[src/rtl/legv8_pkg.sv]
// -----------------------------------------------------------------------------
// legv8_pkg
//   Shared constants and types for the LEGv8 instruction encode/load path.
//   Holds the 11-bit R/D-format opcodes, the CB/B-format prefixes, the
//   host-side operation enumeration and the loader FSM state type.
// -----------------------------------------------------------------------------
package legv8_pkg;

   // Host-side operation selector carried on IN_OP
   typedef enum logic [2:0] {
      OP_ADD  = 3'd0,
      OP_SUB  = 3'd1,
      OP_AND  = 3'd2,
      OP_ORR  = 3'd3,
      OP_LDUR = 3'd4,
      OP_STUR = 3'd5,
      OP_CBZ  = 3'd6,
      OP_B    = 3'd7
   } op_e;

   // Loader session states
   typedef enum logic [1:0] {
      ST_IDLE  = 2'd0,
      ST_LOAD  = 2'd1,
      ST_DRAIN = 2'd2,
      ST_DONE  = 2'd3
   } load_state_e;

   // R-format and D-format 11-bit opcodes
   localparam logic [10:0] OPC_ADD  = 11'b10001011000;
   localparam logic [10:0] OPC_SUB  = 11'b11001011000;
   localparam logic [10:0] OPC_AND  = 11'b10001010000;
   localparam logic [10:0] OPC_ORR  = 11'b10101010000;
   localparam logic [10:0] OPC_LDUR = 11'b11111000010;
   localparam logic [10:0] OPC_STUR = 11'b11111000000;

   // CB-format and B-format prefixes
   localparam logic [7:0]  PFX_CBZ  = 8'b10110100;
   localparam logic [5:0]  PFX_B    = 6'b000101;

   // Byte stride between consecutive instruction words
   localparam int unsigned WORD_BYTES = 4;

endpackage

[src/rtl/instr_encode_loader_if.sv]
// -----------------------------------------------------------------------------
// instr_encode_loader_if
//   Bundles the instruction-field handshake (host -> loader) and the
//   instruction-memory write port (loader -> memory).
//   master : host/memory side (drives fields, IN_VALID, IMEM_READY)
//   slave  : loader side (drives IN_READY, IMEM_WE, IMEM_ADDR, IMEM_WDATA)
// -----------------------------------------------------------------------------
interface instr_encode_loader_if;
   logic        IN_VALID;
   logic        IN_READY;
   logic [2:0]  IN_OP;
   logic [4:0]  IN_RD;
   logic [4:0]  IN_RN;
   logic [4:0]  IN_RM;
   logic [25:0] IN_IMM;
   logic        IMEM_WE;
   logic        IMEM_READY;
   logic [63:0] IMEM_ADDR;
   logic [31:0] IMEM_WDATA;

   modport master (
      output IN_VALID, IN_OP, IN_RD, IN_RN, IN_RM, IN_IMM, IMEM_READY,
      input  IN_READY, IMEM_WE, IMEM_ADDR, IMEM_WDATA
   );

   modport slave (
      input  IN_VALID, IN_OP, IN_RD, IN_RN, IN_RM, IN_IMM, IMEM_READY,
      output IN_READY, IMEM_WE, IMEM_ADDR, IMEM_WDATA
   );
endinterface

[src/rtl/legv8_instr_encoder.sv]
// -----------------------------------------------------------------------------
// legv8_instr_encoder
//   Purely combinational LEGv8 encoder with immediate range checking.
//   Ports:
//     op        in  3   operation (legv8_pkg::op_e encoding)
//     rd        in  5   Rd, or Rt for LDUR/STUR/CBZ
//     rn        in  5   Rn
//     rm        in  5   Rm
//     imm       in  26  signed immediate (byte offset for D-format,
//                       word offset for CBZ/B)
//     word      out 32  encoded instruction
//     range_err out 1   immediate does not fit the target field
// -----------------------------------------------------------------------------
module legv8_instr_encoder
   import legv8_pkg::*;
(
   input  logic [2:0]         op,
   input  logic [4:0]         rd,
   input  logic [4:0]         rn,
   input  logic [4:0]         rm,
   input  logic signed [25:0] imm,
   output logic [31:0]        word,
   output logic               range_err
);

   // A value fits a narrower signed field when every bit above the field's
   // sign bit is a copy of that sign bit.
   function automatic logic fits_imm9(input logic signed [25:0] v);
      return (v[25:8] == {18{v[8]}});
   endfunction

   function automatic logic fits_imm19(input logic signed [25:0] v);
      return (v[25:18] == {8{v[18]}});
   endfunction

   always_comb begin
      word      = '0;
      range_err = 1'b0;
      case (op_e'(op))
         OP_ADD:  word = {OPC_ADD, rm, 6'b000000, rn, rd};
         OP_SUB:  word = {OPC_SUB, rm, 6'b000000, rn, rd};
         OP_AND:  word = {OPC_AND, rm, 6'b000000, rn, rd};
         OP_ORR:  word = {OPC_ORR, rm, 6'b000000, rn, rd};
         OP_LDUR: begin
            word      = {OPC_LDUR, imm[8:0], 2'b00, rn, rd};
            range_err = ~fits_imm9(imm);
         end
         OP_STUR: begin
            word      = {OPC_STUR, imm[8:0], 2'b00, rn, rd};
            range_err = ~fits_imm9(imm);
         end
         OP_CBZ: begin
            word      = {PFX_CBZ, imm[18:0], rd};
            range_err = ~fits_imm19(imm);
         end
         OP_B:    word = {PFX_B, imm[25:0]};
         default: word = '0;
      endcase
   end

endmodule

[src/rtl/instr_encode_loader.sv]
// -----------------------------------------------------------------------------
// instr_encode_loader
//   Accepts symbolic LEGv8 instruction fields, encodes them and writes the
//   words sequentially into instruction memory starting at BASE_ADDR.
//   Ports:
//     CLOCK       in   1   rising-edge clock
//     RESET_N     in   1   asynchronous active-low reset
//     START       in   1   pulse: open a load session (from IDLE or DONE)
//     FINISH      in   1   pulse: close the session (in LOAD only)
//     bus         slave   field handshake + instruction-memory write port
//     WORD_COUNT  out  7   words committed to memory in this session
//     LOAD_DONE   out  1   session closed and all writes drained
//     ERR         out  1   sticky: an immediate was out of range
//   Parameters:
//     BASE_ADDR   byte address of the first word
//     DEPTH       maximum words per session
// -----------------------------------------------------------------------------
module instr_encode_loader
   import legv8_pkg::*;
#(
   parameter logic [63:0] BASE_ADDR = 64'd0,
   parameter int unsigned DEPTH     = 64
)
(
   input  logic                   CLOCK,
   input  logic                   RESET_N,
   input  logic                   START,
   input  logic                   FINISH,
   instr_encode_loader_if.slave   bus,
   output logic [6:0]             WORD_COUNT,
   output logic                   LOAD_DONE,
   output logic                   ERR
);

   load_state_e state, state_nxt;

   logic [31:0] enc_word;
   logic        enc_err;

   logic        vld_p1;      // write pending toward memory
   logic [31:0] wdata_p1;
   logic [63:0] addr;
   logic [6:0]  count;
   logic        err;

   logic        in_ready;
   logic        open_session;
   logic        xfer;
   logic        commit;
   logic        accept_ok;
   logic [31:0] inflight;
   logic [31:0] inflight_nxt;

   legv8_instr_encoder u_encoder (
      .op        (bus.IN_OP),
      .rd        (bus.IN_RD),
      .rn        (bus.IN_RN),
      .rm        (bus.IN_RM),
      .imm       (bus.IN_IMM),
      .word      (enc_word),
      .range_err (enc_err)
   );

   assign commit    = vld_p1 & bus.IMEM_READY;
   assign xfer      = bus.IN_VALID & in_ready;
   assign accept_ok = xfer & ~enc_err;

   // Committed plus pending words. A commit only moves a word from pending
   // to committed, so next cycle's total grows only by a legal acceptance.
   assign inflight     = {25'd0, count} + {31'd0, vld_p1};
   assign inflight_nxt = inflight + {31'd0, accept_ok};

   // ---- FSM: state register ----
   always_ff @(posedge CLOCK or negedge RESET_N) begin
      if (!RESET_N) state <= ST_IDLE;
      else          state <= state_nxt;
   end

   // ---- FSM: next-state logic ----
   always_comb begin
      state_nxt = state;
      case (state)
         ST_IDLE:  if (START) state_nxt = ST_LOAD;
         ST_LOAD:  if (FINISH || (inflight_nxt >= DEPTH)) state_nxt = ST_DRAIN;
         ST_DRAIN: if (!vld_p1) state_nxt = ST_DONE;
         ST_DONE:  if (START) state_nxt = ST_LOAD;
         default:  state_nxt = ST_IDLE;
      endcase
   end

   // ---- FSM: outputs ----
   always_comb begin
      in_ready     = (state == ST_LOAD) && (!vld_p1 || bus.IMEM_READY) &&
                     (inflight < DEPTH);
      open_session = START && ((state == ST_IDLE) || (state == ST_DONE));
      LOAD_DONE    = (state == ST_DONE);
   end

   // ---- stage p1: encoded word register, address and word counters ----
   // A rejected (out-of-range) transfer is consumed without queuing a write,
   // so the address and count only ever advance on a real memory commit.
   always_ff @(posedge CLOCK or negedge RESET_N) begin
      if (!RESET_N) begin
         vld_p1   <= 1'b0;
         wdata_p1 <= '0;
         addr     <= BASE_ADDR;
         count    <= '0;
         err      <= 1'b0;
      end else if (open_session) begin
         vld_p1   <= 1'b0;
         addr     <= BASE_ADDR;
         count    <= '0;
         err      <= 1'b0;
      end else begin
         if (commit) begin
            addr  <= addr + 64'(WORD_BYTES);
            count <= count + 7'd1;
         end
         if (xfer) begin
            vld_p1 <= ~enc_err;
            if (enc_err) err      <= 1'b1;
            else         wdata_p1 <= enc_word;
         end else if (commit) begin
            vld_p1 <= 1'b0;
         end
      end
   end

   assign bus.IN_READY   = in_ready;
   assign bus.IMEM_WE    = vld_p1;
   assign bus.IMEM_ADDR  = addr;
   assign bus.IMEM_WDATA = wdata_p1;
   assign WORD_COUNT     = count;
   assign ERR            = err;

endmodule

[src/flat_wrapper.sv]
// flat-port wrapper written by rule: the top's interface ports become plain ports
module instr_encode_loader_flat import legv8_pkg::*;
#(
   parameter logic [63:0] BASE_ADDR = 64'd0,
   parameter int unsigned DEPTH     = 64
)
  (CLOCK, RESET_N, START, FINISH, WORD_COUNT, LOAD_DONE, ERR, bus_IN_VALID, bus_IN_OP, bus_IN_RD, bus_IN_RN, bus_IN_RM, bus_IN_IMM, bus_IMEM_READY, bus_IN_READY, bus_IMEM_WE, bus_IMEM_ADDR, bus_IMEM_WDATA);
  instr_encode_loader_if bus_i ();
  input  logic CLOCK;
  input  logic RESET_N;
  input  logic START;
  input  logic FINISH;
  output logic [6:0] WORD_COUNT;
  output logic LOAD_DONE;
  output logic ERR;
  input wire logic [$bits(bus_i.IN_VALID)-1:0] bus_IN_VALID;
  input wire logic [$bits(bus_i.IN_OP)-1:0] bus_IN_OP;
  input wire logic [$bits(bus_i.IN_RD)-1:0] bus_IN_RD;
  input wire logic [$bits(bus_i.IN_RN)-1:0] bus_IN_RN;
  input wire logic [$bits(bus_i.IN_RM)-1:0] bus_IN_RM;
  input wire logic [$bits(bus_i.IN_IMM)-1:0] bus_IN_IMM;
  input wire logic [$bits(bus_i.IMEM_READY)-1:0] bus_IMEM_READY;
  output wire logic [$bits(bus_i.IN_READY)-1:0] bus_IN_READY;
  output wire logic [$bits(bus_i.IMEM_WE)-1:0] bus_IMEM_WE;
  output wire logic [$bits(bus_i.IMEM_ADDR)-1:0] bus_IMEM_ADDR;
  output wire logic [$bits(bus_i.IMEM_WDATA)-1:0] bus_IMEM_WDATA;
  assign bus_i.IN_VALID = bus_IN_VALID;
  assign bus_i.IN_OP = bus_IN_OP;
  assign bus_i.IN_RD = bus_IN_RD;
  assign bus_i.IN_RN = bus_IN_RN;
  assign bus_i.IN_RM = bus_IN_RM;
  assign bus_i.IN_IMM = bus_IN_IMM;
  assign bus_i.IMEM_READY = bus_IMEM_READY;
  assign bus_IN_READY = bus_i.IN_READY;
  assign bus_IMEM_WE = bus_i.IMEM_WE;
  assign bus_IMEM_ADDR = bus_i.IMEM_ADDR;
  assign bus_IMEM_WDATA = bus_i.IMEM_WDATA;
  instr_encode_loader #(.BASE_ADDR(BASE_ADDR), .DEPTH(DEPTH)) u_core (.CLOCK(CLOCK), .RESET_N(RESET_N), .START(START), .FINISH(FINISH), .bus(bus_i), .WORD_COUNT(WORD_COUNT), .LOAD_DONE(LOAD_DONE), .ERR(ERR));
endmodule
[config.mk]
export PLATFORM = sky130hd
export DESIGN_NAME = instr_encode_loader_flat
export DESIGN_NICKNAME = d
export VERILOG_FILES = /design/src/rtl/legv8_pkg.sv /design/src/rtl/instr_encode_loader_if.sv /design/src/rtl/legv8_instr_encoder.sv /design/src/rtl/instr_encode_loader.sv /design/src/flat_wrapper.sv
export SDC_FILE = /design/constraint.sdc
export NUM_CORES = 1
export LEC_CHECK = 0
export CORE_UTILIZATION = 45
export DETAILED_ROUTE_END_ITERATION = 7
export PLACE_DENSITY = 0.75
export REMOVE_ABC_BUFFERS = 1
export SLEW_MARGIN = 0
export SYNTH_ARGS = -nofsm -noshare
export SYNTH_HDL_FRONTEND = slang
export SYNTH_SLANG_ARGS = --single-unit
[constraint.sdc]
create_clock -name CLOCK -period 4.2 [get_ports CLOCK]
set_input_delay 0.84 -clock CLOCK [delete_from_list [all_inputs] [get_ports CLOCK]]
set_output_delay 0.84 -clock CLOCK [all_outputs]
set_load 0.005 [all_outputs]
==> flow_metrics.py, run 1 <==
metrics = {
    "cells_and_area": {
        "antenna_cells": 0,
        "final_cell_mix": "clkdlybuf4s50_1, dfrtp_1, nor2_1, nand2_1, a21oi_1",
        "fin_util_pct": 63.3,
        "layout-drive-gt1-share_pct": 10.1,
        "design_area_mm2": 0.00799,
        "area_growth_pct": 36.7,
        "layout_commonest_cell": "clkdlybuf4s50_1",
        "nets": 832,
    },
    "drt": {
        "num_vias": 5213,
        "route.detailed.drc": 0,
        "ant_nets": 0,
        "wirelength_um": 15600,
        "first_iter_violations": 278,
        "wl_per_cell_um": 16.5,
        "dr.pass1.iters": 5,
        "via_per_inst": 5.50,
    },
    "timing": {
        "timing.fmax_mhz": 252,
        "rsz0062_at_grt": "no",
        "drv_slew": 0,
        "hold_violations": 0,
        "slew_headroom_pct": 50.1,
        "tightest_slew_ns": 0.748,
        "fin_crit_sh_pct": 94.5,
        "setup_viol": 0,
        "skew_ns": 0.00861,
        "period_minus_slack_ns": 3.97,
        "tns_ns": 0,
    },
    "clock_tree": {
        "cts_setup_buffers": 0,
        "cts_hold_buffers": 0,
        "cts_buffers": 9,
        "cts_root_buf": "clkbuf_16",
        "cts_tree": "yes",
        "cts_max_level": 3,
        "numClockSinks": 105,
        "cts_buffer_depth": 2,
        "clk_latency_ns": 0.35,
        "clk_pin_slew_ns": 0.07,
    },
    "synthesis": {
        "ys_ff_latch": 105,
        "syn_area_mm2": 0.00584,
        "ys.flop_type": "dfrtp_1",
        "synthArstFlopShare_pct": 100,
        "seq_area_frac_synth_pct": 45.0,
        "synthCells": 609,
        "synth-edff-count": 0,
        "ys_warn_count": 0,
        "synth.avg_cell_area_um2": 9.59,
        "yosysUniqueCellTypes": 46,
    },
    "power_and_ir_drop": {
        "vdd_drop_max_mv": 0.299,
        "p_total_mw": 3.34,
        "p_leak_nw": 3.43,
        "power_density_mw_per_mm2": 419,
    },
    "global_routing": {
        "grt_use_total_pct": 24.7,
        "grt_pass1_wl_um": 25800,
        "antenna_found_initial": 0,
        "overflow": 0,
        "first_global_vias": 5223,
        "grt_start_max_net_pins": 72,
    },
    "placement": {
        "io_buffers": 154,
        "placed_cell_area_mm2": 0.00763,
        "gp_congestion": 0.954,
        "hpwl_um": 11600,
    },
    "floorplan": {
        "rows": 41,
        "design.core.area_mm2": 0.0126,
        "die_h_um": 116,
        "io_pins": 157,
        "initial_core_util_pct": 46.3,
        "die_area_mm2": 0.0134,
        "die_w_um": 116,
    },
    "setup_path": {
        "critPathLaunchType": "primary input",
        "worstSetupPathType": "primary input to register",
        "required_ns": 4.48,
        "critPathCaptureType": "register",
        "crit_arrival_ns": 4.25,
        "path_max_fanout": 3,
    },
    "run_status": {
        "outcome": "finished, final reports clean",
    },
    "job": {
        "maxCapViolCount": 0,
    },
    "hold_path": {
        "min_path_type": "primary input to async pin",
    },
}
## kinds of logic after synthesis
logic type	after synthesis	synth area share (%)
adder cells (fa/ha/maj)	10	2.14
other	1	0.0642
AND/OR/NAND/NOR	262	23.0
buffers and inverters	50	4.09
XOR/XNOR	53	7.95
flip-flops	105	45.0
multiplexers	50	10.3
AO/OA/AOI/OAI	78	7.45
## worst max-delay path, cell delays in order
cell,delay (ns)
clkdlybuf4s50_1,0.42
or4_4,0.56
nor4_4,0.23
o22a_1,0.18
o32ai_1,0.14
nor4_1,0.27
ha_2,0.24
ha_1,0.17
nand3_1,0.08
nor4_1,0.23
a31oi_1,0.07
mux2_2,0.30
o31ai_2,0.18
buf_4,0.16
mux2i_1,0.17
## metrics by stage
stage	setup slack (ns)	std cells	hold WS [ns]
2_1_floorplan	0.332	583	0.486
3_3_place_gp	-0.0372	933	0.490
3_5_place_dp	-0.145	933	0.496
4_1_cts	0.222	947	0.440
5_1_grt	0.00758	947	0.459
6_report	0.230	947	0.434
## state kept, by name, indices dropped and copies added, names as in the netlist
name	count
u_core.ERR	1
u_core.WORD_COUNT	7
u_core.bus.IMEM_ADDR	62
u_core.bus.IMEM_WDATA	32
u_core.bus.IMEM_WE	1
u_core.state	2
## layer usage
| metal | wire length, um | part of all wire [%] | up-vias | track usage [%] |
|---|---|---|---|---|
| li1 | - | - | 2450 | - |
| met1 | 6570 | 42 | 2503 | 30.8 |
| met2 | 7490 | 48 | 232 | 41.1 |
| met3 | 1220 | 7.9 | 28 | 7.32 |
| met4 | 299 | 1.9 | 0 | 8.38 |
| met5 | 0 | 0 | - | 0 |
## final cells by class
class	instances	area (um^2)
clock inverter	3	90.1
timing repair buffer	178	1720
fill	1070	4630
multi-input combinational	455	3010
clock buffer	11	243
sequential	105	2630
tap	172	215
inverter	23	86.3
## repair_timing
action | in CTS | in global routing
hold endpoints to repair | 0 | 0
resized for setup | 0 | 5
setup endpoints to repair | 0 | 2
## report_power, final
part,internal [mW],leakage [nW],switching (mW)
clock,0.593,0.162,0.366
combinational,0.613,1.87,0.460
sequential,1.19,1.40,0.127
total,2.39,3.43,0.953
## cells in the mapped netlist, types with 18 or more instances
library cell	instances	area, um^2
inv_1	23	86.3
nand3_1	25	125
xor2_1	21	184
mux2i_1	23	230
or3_1	18	113
dfrtp_1	105	2630
nor2_1	69	259
clkbuf_1	21	78.8
nor3_1	20	100
nand2_1	50	188
a21oi_1	36	180
nand4_1	25	156
xnor2_1	32	280
mux2_4	18	270
o21ai_0	26	130
## worst paths after layout
| kind | to | depth (start not counted) | slack [ns] | from |
|---|---|---|---|---|
| setup reg to reg | u_core.state[1] | 15 | 0.73 | u_core.bus.IMEM_WE |
| hold reg to reg | u_core.bus.IMEM_WDATA[21] | 1 | 0.51 | u_core.bus.IMEM_WDATA[21] |
| setup / recovery | u_core.state[1] | 15 | 0.23 | bus_IN_IMM[19] |
| max in group asynchronous | u_core.WORD_COUNT[5] | 2 | 2.87 | RESET_N |
| min in group CLOCK | u_core.bus.IMEM_WDATA[21] | 1 | 0.51 | u_core.bus.IMEM_WDATA[21] |
| hold / removal | u_core.bus.IMEM_ADDR[13] | 1 | 0.43 | RESET_N |
No activity file was read; power rests on OpenSTA's default activity.
==> run 2, diff against run 1 <==
- CORE_UTILIZATION: 45 -> 50
- CTS_BUF_LIST: not set -> sky130_fd_sc_hd__clkbuf_4 sky130_fd_sc_hd__clkbuf_8
- PLACE_DENSITY: 0.75 -> 0.82
==> flow_metrics.py, run 2 (synthesis gave the netlist of run 1 again) <==
metrics = {
    "clock_tree": {
        "cts_buffer_depth": 2,
        "cts_buffers": 9,
        "cts_tree": "yes",
        "numClockSinks": 105,
        "clk_pin_slew_ns": 0.09,
        "cts_max_level": 3,
        "clk_latency_ns": 0.37,
        "cts_root_buf": "clkbuf_8",
        "cts_setup_buffers": 0,
    },
    "placement": {
        "io_buffers": 154,
        "placed_cell_area_mm2": 0.00758,
        "gp_congestion": 1.05,
        "dp_cells": 903,
        "hpwl_um": 11600,
    },
    "floorplan": {
        "die_w_um": 110,
        "io_pins": 157,
        "rows": 39,
        "die_area_mm2": 0.0121,
        "design.core.area_mm2": 0.0114,
        "die_h_um": 110,
        "initial_core_util_pct": 51.2,
    },
    "power_and_ir_drop": {
        "power_density_mw_per_mm2": 385,
        "p_int_mw": 2.08,
        "p_leak_nw": 3.36,
        "sw_frac_of_total_pct": 30.7,
        "p_sw_uw": 922,
        "power_frac_seq_pct": 43.7,
        "clockPowerShare_pct": 20.6,
        "vdd_drop_max_mv": 0.309,
        "combPwrFrac_pct": 35.7,
    },
    "timing": {
        "skew_ns": 0.00718,
        "setup_viol": 0,
        "slew_headroom_pct": 40.6,
        "period_minus_slack_ns": 4.00,
        "timing.fmax_mhz": 250,
        "drv_slew": 0,
        "holdWs_ns": 0.523,
        "hold_violations": 0,
        "tns_ns": 0,
        "fin_crit_sh_pct": 95.3,
        "tightest_slew_ns": 0.892,
        "rsz0062_at_grt": "no",
    },
    "setup_path": {
        "rr_endpoint": "u_core.state[1]",
        "critPathCaptureType": "register",
        "startpoint": "bus_IN_IMM[19]",
        "worstSetupPathType": "primary input to register",
        "path_max_fanout": 3,
        "r2r-start": "u_core.bus.IMEM_WE",
        "endpoint": "u_core.state[1]",
        "ff2ff_path_depth": 15,
        "crit_arrival_ns": 4.30,
        "r2r_slack_ns": 0.61,
        "required_ns": 4.49,
        "critPathLaunchType": "primary input",
    },
    "run_status": {
        "outcome": "finished, final reports clean",
    },
    "cells_and_area": {
        "nets": 831,
        "area_growth_pct": 33.5,
        "largest_reg_flops": 62,
        "layout-drive-gt1-share_pct": 10.1,
        "design_area_mm2": 0.00780,
        "layout_commonest_cell": "clkdlybuf4s50_1",
        "antenna_cells": 0,
        "instances_no_fill": 915,
        "final_cell_mix": "clkdlybuf4s50_1, dfrtp_1, nor2_1, nand2_1, a21oi_1",
    },
    "drt": {
        "wl_per_cell_um": 17.2,
        "via_per_inst": 5.76,
        "num_vias": 5273,
        "dr.pass1.iters": 6,
        "wirelength_um": 15800,
        "first_iter_violations": 400,
        "ant_nets": 0,
        "route.detailed.drc": 0,
    },
    "global_routing": {
        "overflow": 0,
        "grt_start_max_net_pins": 72,
        "first_global_vias": 5091,
        "grt_pass1_wl_um": 24800,
        "antenna_found_initial": 0,
        "grt_use_total_pct": 26.8,
    },
    "hold_path": {
        "min_path_type": "register to register",
        "min_path_cells": 1,
    },
    "job": {
        "maxCapViolCount": 0,
    },
}
[run 2: power groups by stage]
| stage | registers [mW] | clock network (mW) | logic (mW) |
|---|---|---|---|
| 3_5_place_dp | 1.33 | 0 | 1.07 |
| 6_report | 1.31 | 0.619 | 1.07 |
| 5_1_grt | 1.34 | 0.669 | 1.17 |
| 4_1_cts | 1.32 | 0.630 | 1.08 |
| 3_3_place_gp | 1.32 | 0 | 1.05 |
| 2_1_floorplan | 1.32 | 0 | 0.463 |
[run 2: worst min path at each step]
stage | slack [ns] | end | startpoint
6_report | 0.52 | u_core.bus.IMEM_WDATA[2] | u_core.bus.IMEM_WDATA[2]
5_1_grt | 0.54 | u_core.bus.IMEM_WDATA[2] | u_core.bus.IMEM_WDATA[2]
4_1_cts | 0.52 | u_core.bus.IMEM_WDATA[2] | u_core.bus.IMEM_WDATA[2]
3_5_place_dp | 0.49 | u_core.bus.IMEM_WDATA[27] | u_core.bus.IMEM_WDATA[27]
3_3_place_gp | 0.49 | u_core.bus.IMEM_WDATA[29] | u_core.bus.IMEM_WDATA[29]
2_1_floorplan | 0.49 | u_core.ERR | u_core.ERR
[run 2: cell type report]
class	count	area [um^2]
well taps	143	179
multi-input cells	455	3020
flip-flops and latches	105	2630
clock inverters	1	30.0
clock buffers	11	145
inverters	23	86.3
repair buffers	177	1710
fillers	902	3620
[run 2: layer usage]
layer	routed length, um	GRT usage (%)	vias up
met3	1360	6.47	31
met2	7630	45.4	252
met4	364	11.4	0
li1	-	-	2440
met5	0	0	-
met1	6410	32.6	2550
[run 2: through the flow]
stage	utilization, %	worst slack, ns	power [mW]
after global routing	68.3	0.000858	3.17
final	68.3	0.199	3.01
after global placement	66.4	-0.0998	2.37
after floorplan	-	0.332	1.78
after CTS	68.0	0.167	3.02
after detailed placement	66.4	-0.204	2.40
[run 2: what timing repair did]
action,4_1_cts,5_1_grt
resized for setup,0,7
setup endpoints to repair,0,2
hold buffers,0,0
[run 2: worst max-delay path, cell delays in order]
cell	delay, ns
clkdlybuf4s50_1	0.43
or4_4	0.57
nor4_4	0.21
o22a_1	0.19
o32ai_2	0.11
nor4_2	0.31
ha_2	0.27
ha_1	0.16
nand3_1	0.09
nor4_2	0.21
a31oi_1	0.07
mux2_2	0.29
o31ai_1	0.19
buf_4	0.16
mux2i_1	0.19
==> run 3, diff against run 2 <==
- SLEW_MARGIN: 0 -> not set
==> results of run 3 <==
The final DEF is identical to that of run 2; final timing and power are the same.
